## config.mk

```make
export PLATFORM = sky130hd
export DESIGN_NAME = j2_io_uart
export DESIGN_NICKNAME = d
export VERILOG_FILES = /design/src/rtl/j2_io_pkg.sv /design/src/rtl/j2_uart_rx.sv /design/src/rtl/j2_io_uart.sv
export SDC_FILE = /design/constraint.sdc
export NUM_CORES = 1
export LEC_CHECK = 0
export ABC_CLOCK_PERIOD_IN_PS = 5850
export CAP_MARGIN = 10
export CELL_PAD_IN_SITES_DETAIL_PLACEMENT = 1
export CELL_PAD_IN_SITES_GLOBAL_PLACEMENT = 2
export CORE_ASPECT_RATIO = 1.2
export CORE_UTILIZATION = 40
export CTS_BUF_LIST = sky130_fd_sc_hd__clkbuf_16
export DETAILED_ROUTE_END_ITERATION = 16
export GPL_ROUTABILITY_DRIVEN = 0
export MAX_ROUTING_LAYER = met4
export PLACE_DENSITY = 0.9
export SLEW_MARGIN = 20
export SYNTH_ARGS = -nofsm -noshare
export SYNTH_HDL_FRONTEND = slang
export SYNTH_HIERARCHICAL = 1
export SYNTH_SLANG_ARGS = --single-unit
```

## constraint.sdc

```tcl
create_clock -name clock -period 5.85 [get_ports clock]
set_input_delay 1.17 -clock clock [delete_from_list [all_inputs] [get_ports clock]]
set_output_delay 1.17 -clock clock [all_outputs]
set_load 0.05 [all_outputs]
```

## src/rtl/j2_io_pkg.sv

```systemverilog
// ---------------------------------------------------------------------------
// j2_io_pkg
// Shared definitions for the j2 I/O-bus UART: register offsets, STATUS bit
// positions, the 2-bit state encoding used by both serial FSMs, and the
// divisor clamp helper.
// ---------------------------------------------------------------------------
package j2_io_pkg;

   // Register offsets within the 16-byte decode window
   localparam logic [3:0] UART_TX_DATA = 4'h0;
   localparam logic [3:0] UART_RX_DATA = 4'h1;
   localparam logic [3:0] UART_STATUS  = 4'h2;
   localparam logic [3:0] UART_DIVISOR = 4'h3;

   // STATUS register bit positions
   localparam int STATUS_TX_BUSY       = 0;
   localparam int STATUS_RX_VALID      = 1;
   localparam int STATUS_RX_OVERRUN    = 2;
   localparam int STATUS_FRAMING_ERROR = 3;

   // Serial FSM states, shared by the transmitter and the receiver
   typedef enum logic [1:0] {
      ST_IDLE  = 2'd0,
      ST_START = 2'd1,
      ST_DATA  = 2'd2,
      ST_STOP  = 2'd3
   } uart_state_e;

   // The receiver waits divisor/2 - 1 cycles in START, so the divisor
   // must never drop below 2.
   localparam logic [15:0] MIN_DIVISOR = 16'd2;

   function automatic logic [15:0] clamp_divisor(input logic [15:0] value);
      return (value < MIN_DIVISOR) ? MIN_DIVISOR : value;
   endfunction

endpackage

```

## src/rtl/j2_uart_rx.sv

```systemverilog
// ---------------------------------------------------------------------------
// j2_uart_rx
// 8N1 serial receiver: 2-flop synchroniser, start-bit qualification,
// mid-bit sampling of 8 data bits (LSB first) and stop-bit check.
//
// Ports:
//   clock            system clock
//   active_low_reset asynchronous active-low reset
//   uart_rx          serial input, asynchronous to clock
//   divisor          clock cycles per serial bit (>= 2)
//   rx_byte          last assembled byte, valid when byte_strobe is high
//   byte_strobe      one-cycle pulse when a complete frame has been received
//   stop_error       high with byte_strobe when the stop bit sampled as 0
// ---------------------------------------------------------------------------
module j2_uart_rx
   import j2_io_pkg::*;
(
   input  logic        clock,
   input  logic        active_low_reset,
   input  logic        uart_rx,
   input  logic [15:0] divisor,
   output logic [7:0]  rx_byte,
   output logic        byte_strobe,
   output logic        stop_error
);

   logic        sync1_q;
   logic        sync2_q;
   uart_state_e state_q, state_d;
   logic [15:0] count_q, count_d;
   logic [2:0]  bit_q,   bit_d;
   logic [7:0]  shift_q, shift_d;

   always_ff @(posedge clock or negedge active_low_reset) begin
      if (!active_low_reset) begin
         sync1_q <= 1'b1;
         sync2_q <= 1'b1;
         state_q <= ST_IDLE;
         count_q <= '0;
         bit_q   <= '0;
         shift_q <= '0;
      end else begin
         sync1_q <= uart_rx;
         sync2_q <= sync1_q;
         state_q <= state_d;
         count_q <= count_d;
         bit_q   <= bit_d;
         shift_q <= shift_d;
      end
   end

   always_comb begin
      state_d     = state_q;
      count_d     = count_q;
      bit_d       = bit_q;
      shift_d     = shift_q;
      byte_strobe = 1'b0;
      stop_error  = 1'b0;

      case (state_q)
         ST_IDLE: begin
            // Half a bit to reach the middle of the start bit
            if (!sync2_q) begin
               state_d = ST_START;
               count_d = (divisor >> 1) - 16'd1;
            end
         end
         ST_START: begin
            if (count_q == 16'd0) begin
               // A line that is high again mid start bit was a glitch
               if (sync2_q) begin
                  state_d = ST_IDLE;
               end else begin
                  state_d = ST_DATA;
                  count_d = divisor - 16'd1;
                  bit_d   = 3'd0;
               end
            end else begin
               count_d = count_q - 16'd1;
            end
         end
         ST_DATA: begin
            if (count_q == 16'd0) begin
               shift_d = {sync2_q, shift_q[7:1]};
               count_d = divisor - 16'd1;
               if (bit_q == 3'd7) begin
                  state_d = ST_STOP;
               end else begin
                  bit_d = bit_q + 3'd1;
               end
            end else begin
               count_d = count_q - 16'd1;
            end
         end
         ST_STOP: begin
            if (count_q == 16'd0) begin
               state_d     = ST_IDLE;
               byte_strobe = 1'b1;
               stop_error  = !sync2_q;
            end else begin
               count_d = count_q - 16'd1;
            end
         end
         default: state_d = ST_IDLE;
      endcase
   end

   assign rx_byte = shift_q;

endmodule

```

## src/rtl/j2_io_uart.sv

```systemverilog
// ---------------------------------------------------------------------------
// j2_io_uart
// Memory-mapped 8N1 UART responding on the j2 core I/O bus. Holds the
// transmitter FSM, the register file and the registered read mux; the
// receiver lives in j2_uart_rx.
//
// Ports:
//   clock            system clock
//   active_low_reset asynchronous active-low reset
//   io_address       bus address (core memory_address)
//   io_write_enable  bus write strobe (core io_write_enable)
//   io_write_data    bus write data (core data_out)
//   io_data_in       registered read data back to the core (1-cycle latency)
//   uart_rx          serial input
//   uart_tx          serial output, idles high
//   rx_irq           receive-data-available interrupt (mirrors rx_valid)
// ---------------------------------------------------------------------------
module j2_io_uart
   import j2_io_pkg::*;
#(
   parameter logic [15:0] BASE_ADDRESS = 16'hF000,
   parameter int          CLKS_PER_BIT = 104,
   parameter int          WIDTH        = 16
) (
   input  logic             clock,
   input  logic             active_low_reset,
   input  logic [15:0]      io_address,
   input  logic             io_write_enable,
   input  logic [WIDTH-1:0] io_write_data,
   output logic [WIDTH-1:0] io_data_in,
   input  logic             uart_rx,
   output logic             uart_tx,
   output logic             rx_irq
);

   localparam logic [15:0] RESET_DIVISOR = 16'(CLKS_PER_BIT);

   logic       sel;
   logic [3:0] off;
   logic       wr;
   logic       unused_wdata;

   assign sel = (io_address[15:4] == BASE_ADDRESS[15:4]);
   assign off = io_address[3:0];
   assign wr  = io_write_enable && sel;

   // Only the low 16 bits of a wide bus are ever stored
   assign unused_wdata = ^io_write_data;

   // Register file
   logic [15:0]      divisor_q,       divisor_d;
   logic [7:0]       rx_data_q,       rx_data_d;
   logic             rx_valid_q,      rx_valid_d;
   logic             rx_overrun_q,    rx_overrun_d;
   logic             framing_error_q, framing_error_d;
   logic [WIDTH-1:0] io_data_in_q,    io_data_in_d;

   // Transmitter
   uart_state_e tx_state_q, tx_state_d;
   logic [15:0] tx_count_q, tx_count_d;
   logic [2:0]  tx_bit_q,   tx_bit_d;
   logic [7:0]  tx_shift_q, tx_shift_d;
   logic        tx_q,       tx_d;
   logic        tx_busy;

   // Receiver interface
   logic [7:0] rx_byte;
   logic       byte_strobe;
   logic       stop_error;
   logic       rx_ack;

   j2_uart_rx u_rx (
      .clock            (clock),
      .active_low_reset (active_low_reset),
      .uart_rx          (uart_rx),
      .divisor          (divisor_q),
      .rx_byte          (rx_byte),
      .byte_strobe      (byte_strobe),
      .stop_error       (stop_error)
   );

   always_ff @(posedge clock or negedge active_low_reset) begin
      if (!active_low_reset) begin
         divisor_q       <= RESET_DIVISOR;
         rx_data_q       <= '0;
         rx_valid_q      <= 1'b0;
         rx_overrun_q    <= 1'b0;
         framing_error_q <= 1'b0;
         io_data_in_q    <= '0;
         tx_state_q      <= ST_IDLE;
         tx_count_q      <= '0;
         tx_bit_q        <= '0;
         tx_shift_q      <= '0;
         tx_q            <= 1'b1;
      end else begin
         divisor_q       <= divisor_d;
         rx_data_q       <= rx_data_d;
         rx_valid_q      <= rx_valid_d;
         rx_overrun_q    <= rx_overrun_d;
         framing_error_q <= framing_error_d;
         io_data_in_q    <= io_data_in_d;
         tx_state_q      <= tx_state_d;
         tx_count_q      <= tx_count_d;
         tx_bit_q        <= tx_bit_d;
         tx_shift_q      <= tx_shift_d;
         tx_q            <= tx_d;
      end
   end

   assign tx_busy = (tx_state_q != ST_IDLE);

   // Transmit FSM. The line level is registered from the next state so the
   // output is glitch-free and still drops high immediately on reset.
   always_comb begin
      tx_state_d = tx_state_q;
      tx_count_d = tx_count_q;
      tx_bit_d   = tx_bit_q;
      tx_shift_d = tx_shift_q;
      tx_d       = 1'b1;

      case (tx_state_q)
         ST_IDLE: begin
            if (wr && (off == UART_TX_DATA)) begin
               tx_state_d = ST_START;
               tx_count_d = divisor_q - 16'd1;
               tx_shift_d = io_write_data[7:0];
            end
         end
         ST_START: begin
            if (tx_count_q == 16'd0) begin
               tx_state_d = ST_DATA;
               tx_count_d = divisor_q - 16'd1;
               tx_bit_d   = 3'd0;
            end else begin
               tx_count_d = tx_count_q - 16'd1;
            end
         end
         ST_DATA: begin
            if (tx_count_q == 16'd0) begin
               tx_count_d = divisor_q - 16'd1;
               if (tx_bit_q == 3'd7) begin
                  tx_state_d = ST_STOP;
               end else begin
                  tx_bit_d = tx_bit_q + 3'd1;
               end
            end else begin
               tx_count_d = tx_count_q - 16'd1;
            end
         end
         ST_STOP: begin
            if (tx_count_q == 16'd0) begin
               tx_state_d = ST_IDLE;
            end else begin
               tx_count_d = tx_count_q - 16'd1;
            end
         end
         default: tx_state_d = ST_IDLE;
      endcase

      case (tx_state_d)
         ST_START: tx_d = 1'b0;
         ST_DATA:  tx_d = tx_shift_d[tx_bit_d];
         default:  tx_d = 1'b1;
      endcase
   end

   assign rx_ack = wr && (off == UART_RX_DATA);

   // Register updates. Clears are applied first so that a simultaneous
   // receive event overrides them.
   always_comb begin
      divisor_d       = divisor_q;
      rx_data_d       = rx_data_q;
      rx_valid_d      = rx_valid_q;
      rx_overrun_d    = rx_overrun_q;
      framing_error_d = framing_error_q;

      if (wr && (off == UART_DIVISOR)) begin
         divisor_d = clamp_divisor(io_write_data[15:0]);
      end
      if (wr && (off == UART_STATUS)) begin
         if (io_write_data[STATUS_RX_OVERRUN])    rx_overrun_d    = 1'b0;
         if (io_write_data[STATUS_FRAMING_ERROR]) framing_error_d = 1'b0;
      end
      if (rx_ack) begin
         rx_valid_d = 1'b0;
      end

      if (byte_strobe) begin
         if (stop_error) framing_error_d = 1'b1;
         // An acknowledge in the same cycle frees the holding register
         if (!rx_valid_q || rx_ack) begin
            rx_data_d  = rx_byte;
            rx_valid_d = 1'b1;
         end else begin
            rx_overrun_d = 1'b1;
         end
      end
   end

   // Registered read mux
   always_comb begin
      io_data_in_d = '0;
      if (sel) begin
         case (off)
            UART_RX_DATA: io_data_in_d[7:0] = rx_data_q;
            UART_STATUS: begin
               io_data_in_d[STATUS_TX_BUSY]       = tx_busy;
               io_data_in_d[STATUS_RX_VALID]      = rx_valid_q;
               io_data_in_d[STATUS_RX_OVERRUN]    = rx_overrun_q;
               io_data_in_d[STATUS_FRAMING_ERROR] = framing_error_q;
            end
            UART_DIVISOR: io_data_in_d[15:0] = divisor_q;
            default: io_data_in_d = '0;
         endcase
      end
   end

   assign io_data_in = io_data_in_q;
   assign uart_tx    = tx_q;
   assign rx_irq     = rx_valid_q;

endmodule

```

Word level (Yosys, flattened, before mapping)
Index checks and enable logic that the tools add are counted.

Bits in registers: 104. Input port bits: 36. Output and inout bits: 18. Logic and storage cells: 129.

Add/sub/neg operators: 6. $lt $le $gt $ge: 2. Eq/ne operators: 25. Muxes and demuxes: 57. Reduce and logical (&&, ||, !) cells: 22.

Operators by type and width (number): two-way mux 16 bit (10); one-hot mux 16 bit (4 select lines) (1); one-hot mux 16 bit (3 select lines) (1); subtractor 16 x 1 -> 16 bit, second input constant (3); zero test 16 bit (2); two-way mux 8 bit (3); two-way mux 2 bit (11); two-way mux 3 bit (7); < comparator 16 x 2 -> 1 bit, second input constant (1); two-way mux 1 bit (16); one-hot mux 2 bit (4 select lines) (2); subtractor 15 x 1 -> 16 bit, second input constant (1); equality test 12 bit, second input constant (1); != test 2 bit, second input constant (6); one-hot mux 3 bit (2 select lines) (2); one-hot mux 4 bit (3 select lines) (1); equality test 2 bit, second input constant (5); AND reduction 5 bit (2); equality test 4 x 2 -> 1 bit, second input constant (2); != test 2 x 1 -> 1 bit, second input constant (4); one-hot mux 4 bit (2 select lines) (1); adder 3 x 1 -> 3 bit, second input constant (2); equality test 2 x 1 -> 1 bit, second input constant (3); equality test 3 bit, second input constant (2); other kinds (14) (23).

Longest topological paths before layout
Depth after elaboration: 8. Depth in mapped cells: 11. Depth with buffers taken out: 9.

By module
Netlist, hierarchy kept.

By module, submodules not included: j2_io_uart (instances 1, cells an instance 365, area each 3841.2 um^2); j2_uart_rx (instances 1, cells an instance 312, area each 2606.2 um^2).

Least setup slack after synthesis
No wires, ideal clock.

Path kind: input to register. Start: in io_address[6]. End: reg tx_q, in the netlist uart_tx. Arrival time: 3.104 ns. Setup slack: 2.660 ns. Stages on the path: 7. Path buffers: 0. Cells stage by stage: nor4b_2 > nand4_1 > nor4b_4 > mux2_2 > mux2i_1 > o22ai_1 > o41a_1.

Word-level cells in the longest chain between the ends: 8. Elaborated cells between the ends (all ways): 12. Those cells by class: 3 x eq/ne; 7 x mux; 2 x reduce/logical.

RTL lines: start, declared (RTL line j2_io_uart.sv:27) `input logic [15:0] io_address,`; equality test 12 bit (RTL line j2_io_uart.sv:43) `assign sel = (io_address[15:4] == BASE_ADDRESS[15:4]);`; logical AND 1 bit (RTL line j2_io_uart.sv:45) `assign wr = io_write_enable && sel;`; logical AND 1 bit (RTL line j2_io_uart.sv:123) `if (wr && (off == UART_TX_DATA)) begin`; two-way mux 8 bit (RTL line j2_io_uart.sv:123); two-way mux 8 bit (RTL line j2_io_uart.sv:121) `case (tx_state_q)`; net tx_shift_d[2] (RTL line j2_io_uart.sv:62) `logic [7:0] tx_shift_q, tx_shift_d;`; binary-select mux 1 bit (select 3 bit) (RTL line j2_io_uart.sv:162) `ST_DATA: tx_d = tx_shift_d[tx_bit_d];`; two-way mux 1 bit (implied by the code) (RTL line j2_io_uart.sv:162); one-hot mux 1 bit (2 select lines) (RTL line j2_io_uart.sv:160) `case (tx_state_d)`; net tx_d (RTL line j2_io_uart.sv:63) `logic tx_q, tx_d;`; end signal, assigned (RTL line j2_io_uart.sv:106) `tx_q <= tx_d;`; end, declared (RTL line j2_io_uart.sv:63).

The timed path passes the listed nets, and every way through them passes these cells. The select of a mux whose other input is x is not followed. A chain may end at the register's enable or synchronous reset.

Final worst setup path
Start: in io_address[1]. End: reg tx_q, in the netlist uart_tx.

Word-level cells in the longest chain between the ends: 7. Elaborated cells between the ends (all ways): 11. Those cells by class: 2 x eq/ne; 7 x mux; 2 x reduce/logical.

RTL lines (RTL line): zero test 4 bit (j2_io_uart.sv:123); logical AND 1 bit (j2_io_uart.sv:123); two-way mux 8 bit (j2_io_uart.sv:123); two-way mux 8 bit (j2_io_uart.sv:121); net tx_shift_d[4] (j2_io_uart.sv:62); binary-select mux 1 bit (select 3 bit) (j2_io_uart.sv:162); two-way mux 1 bit (implied by the code) (j2_io_uart.sv:162); one-hot mux 1 bit (2 select lines) (j2_io_uart.sv:160); net tx_d (j2_io_uart.sv:63).

The timed path passes the listed nets, and every way through them passes these cells. The select of a mux whose other input is x is not followed.

==> results_dict.tcl <==
set metrics [dict create \
    fp.coreArea_um2 15700 \
    rows 50 \
    synth.area.top_cells "dfrtp_1, mux2_2, ha_1" \
    slowest_stage "clkdlybuf4s50_1" \
    syn_area_um2 6450 \
    grt_pass1_vias 5796 \
    syn2layout_area_growth_pct 14.7 \
    r2r_slack_ps 2610 \
    busiest_layer "met2" \
    cts_resized 0 \
    drive_above_1_share_pct 12.5 \
    setup_viol 0 \
    portBuffers 53 \
    synth_top_cell_area_share_pct 38.0 \
    drc 0 \
    cts-root-buf "clkbuf_16" \
    synth_edf_count 0 \
    cp_max_fo 11 \
    p_leak_nw 3.24 \
    avgRoutedWirePerCell_um 19.1 \
    maxSlewHeadroom_pct 39.5 \
    critPathArrivalTime_ps 3870 \
    grt_use_met2_pct 40.0 \
    fmax_mhz 279 \
    gr-usage-all-layers_pct 23.3 \
    grt_overflow 0 \
    start_util_pct 41.1 \
    maxCapViolCount 0 \
    dr.first_iter.drc_count 225 \
    grt_first_pass_wirelength_um 30000 \
    rsz0062_at_grt "false" \
    via_per_inst 5.72 \
    num_io_pins 54 \
    met1_usage_pct 28.2 \
    clock_skew_ps 9.76 \
    ys_seq_area_share_pct 40.5 \
    cp-start-kind "input pin" \
    antenna_found_initial 0 \
    synth_most_common_cell "dfrtp_1" \
    clock_path_buffers 2 \
    yosysUniqueCellTypes 69 \
    die_height_um 141 \
    crit_path_end_kind "flip-flop" \
    synth.avg_cell_area_um2 9.52 \
    grt_max_degree 64 \
    clock_latency_ps 360 \
    setup_tns_ps 0 \
    dp_hpwl_um 13000 \
    place_area_um2 7110 \
    cts_tree "built" \
    fin_crit_sh_pct 61.3 \
    n_antenna_cell 0 \
    slew_violations 0 \
    powerDensity_nw_per_um2 293 \
    cp_cell_sequence "clkdlybuf4s50_1 -> or3_1 -> nor4b_4 -> mux2_2 -> mux2i_1 -> o22ai_1 -> o41a_1" \
    h-tree-depth 3 \
    synth_cells 677 \
    synth-async-reset-ratio_pct 100 \
    path_delay_family "simple AND/OR/NAND/NOR gates" \
    critPathBufInv 1 \
    wl_um 17800 \
    hold_class "reg2reg" \
    die_w_um 118 \
    worstMarginPinSlew_ps 896 \
    ys.flop_type "dfrtp_1" \
    antenna_left 0 \
    status "completed" \
    synth_seq_cells 104 \
    cts_inserted_buffers 9 \
    fin_area_um2 7400 \
    met3_usage_pct 2.39 \
    slowest_delay_ps 570 \
    synth_nets 734 \
    die_area_um2 16600 \
    cts.sinks 104 \
    ir_worst_vdd_mv 0.270 \
    crit_type "in2reg" \
    cts_setup_buffers 0 \
    yosys.area.top_type "dfrtp_1" \
    cts_hold_buf 0 \
    post-route-util_pct 47.1 \
    crit_required_ps 6130 \
    synth_common_cells "dfrtp_1, nand2_1, nor2_1" \
    cts.clk_slew.worst_paths_ps 70 \
    vias 5317 \
    first_pass_iters 5 \
    hold_viol 0 \
    final_nets 773 \
    yosysWarnings 6 \
    final.min_clock_period_ps 3580 \
]
==> final timing paths <==
check | cells after the start | endpoint | startpoint
worst max-delay path | 7 | uart_tx | io_address[1]
worst min-delay path | 0 | u_rx/sync2_q | u_rx/sync1_q
worst min register to register | 0 | u_rx/sync2_q | u_rx/sync1_q
min in group asynchronous | 1 | u_rx/bit_q[2] | active_low_reset
worst max register to register | 5 | rx_data_q[7] | u_rx/count_q[2]
max in group asynchronous | 2 | divisor_q[5] | active_low_reset
==> layout by cell type, fill, tap and decap left out, types with 6 or more instances in the layout <==
| cell type | count |
|---|---|
| a21oi_1 | 31 |
| o21ai_0 | 38 |
| clkdlybuf4s50_1 | 52 |
| ha_1 | 21 |
| nand2_1 | 64 |
| a22oi_1 | 9 |
| and2_1 | 9 |
| o221ai_1 | 6 |
| xor2_1 | 26 |
| o22ai_1 | 11 |
| nor3_1 | 24 |
| nand4_1 | 7 |
| buf_4 | 6 |
| mux2i_1 | 6 |
| mux2_2 | 42 |
| nand2b_1 | 6 |
| dfrtp_1 | 98 |
| or4_1 | 6 |
| inv_1 | 25 |
| dfstp_2 | 6 |
| xnor2_1 | 24 |
| nand3_1 | 14 |
| a31oi_1 | 7 |
| nor4_1 | 11 |
| nor2_1 | 55 |
| clkbuf_16 | 9 |
| a22o_1 | 25 |
==> worst reg2reg max path: cells and delay by family, from the launching register on <==
| kind | cells | cell delay (ps) |
|---|---|---|
| AND/OR/NAND/NOR | 4 | 2310 |
| multiplexers | 1 | 370 |
| flip-flops | 1 | 450 |
==> cell families after synthesis <==
logic type | count (synthesis) | synth area share (%)
AND/OR/NAND/NOR | 239 | 19.5
AO/OA/AOI/OAI | 160 | 16.9
flip-flops | 104 | 40.5
buffers and inverters | 55 | 4.00
XOR/XNOR | 50 | 6.79
multiplexers | 48 | 8.27
adder cells (fa/ha/maj) | 21 | 4.08
==> flip-flops by register name, indices dropped and copies added (netlist names), named ones only <==
register,cells
divisor_q,16
framing_error_q,1
io_data_in,16
rx_data_q,8
rx_irq,1
rx_overrun_q,1
tx_bit_q,3
tx_count_q,16
tx_shift_q,8
tx_state_q,2
u_rx/bit_q,3
u_rx/count_q,16
u_rx/rx_byte,8
u_rx/state_q,1
u_rx/sync1_q,1
u_rx/sync2_q,1
uart_tx,1
==> layer usage <==
metal | vias up | part of all wire (%)
met1 | 2673 | 44
met4 | 0 | 2.3
met3 | 27 | 2.5
met5 | - | 0
met2 | 90 | 51
li1 | 2527 | -
==> final cells by class <==
cell class / instances / area [µm²]
timing repair buffer: 58 / 566
inverter: 25 / 93.8
clock inverter: 7 / 62.6
sequential: 104 / 2610
fill: 1812 / 8310
tap: 208 / 260
clock buffer: 9 / 225
multi-input combinational: 518 / 3580
==> report_power, final <==
| group | total (W) | switching, W | internal, W |
|---|---|---|---|
| logic | 0.000731 | 0.000456 | 0.000276 |
| clock network | 0.000611 | 0.000313 | 0.000299 |
| registers | 0.000823 | 0.0000546 | 0.000768 |
==> through the flow <==
step / worst slack (ps) / total power [W] / hold slack (ps) / std cells
after global routing: 2130 / 0.00229 / 369 / 929
after floorplan: 2660 / 0.00136 / 345 / 677
after global placement: 1980 / 0.00153 / 347 / 913
final: 2270 / 0.00217 / 359 / 929
after CTS: 2250 / 0.00217 / 359 / 929
after detailed placement: 1880 / 0.00156 / 348 / 913
Power figures use the tool's default switching activity.
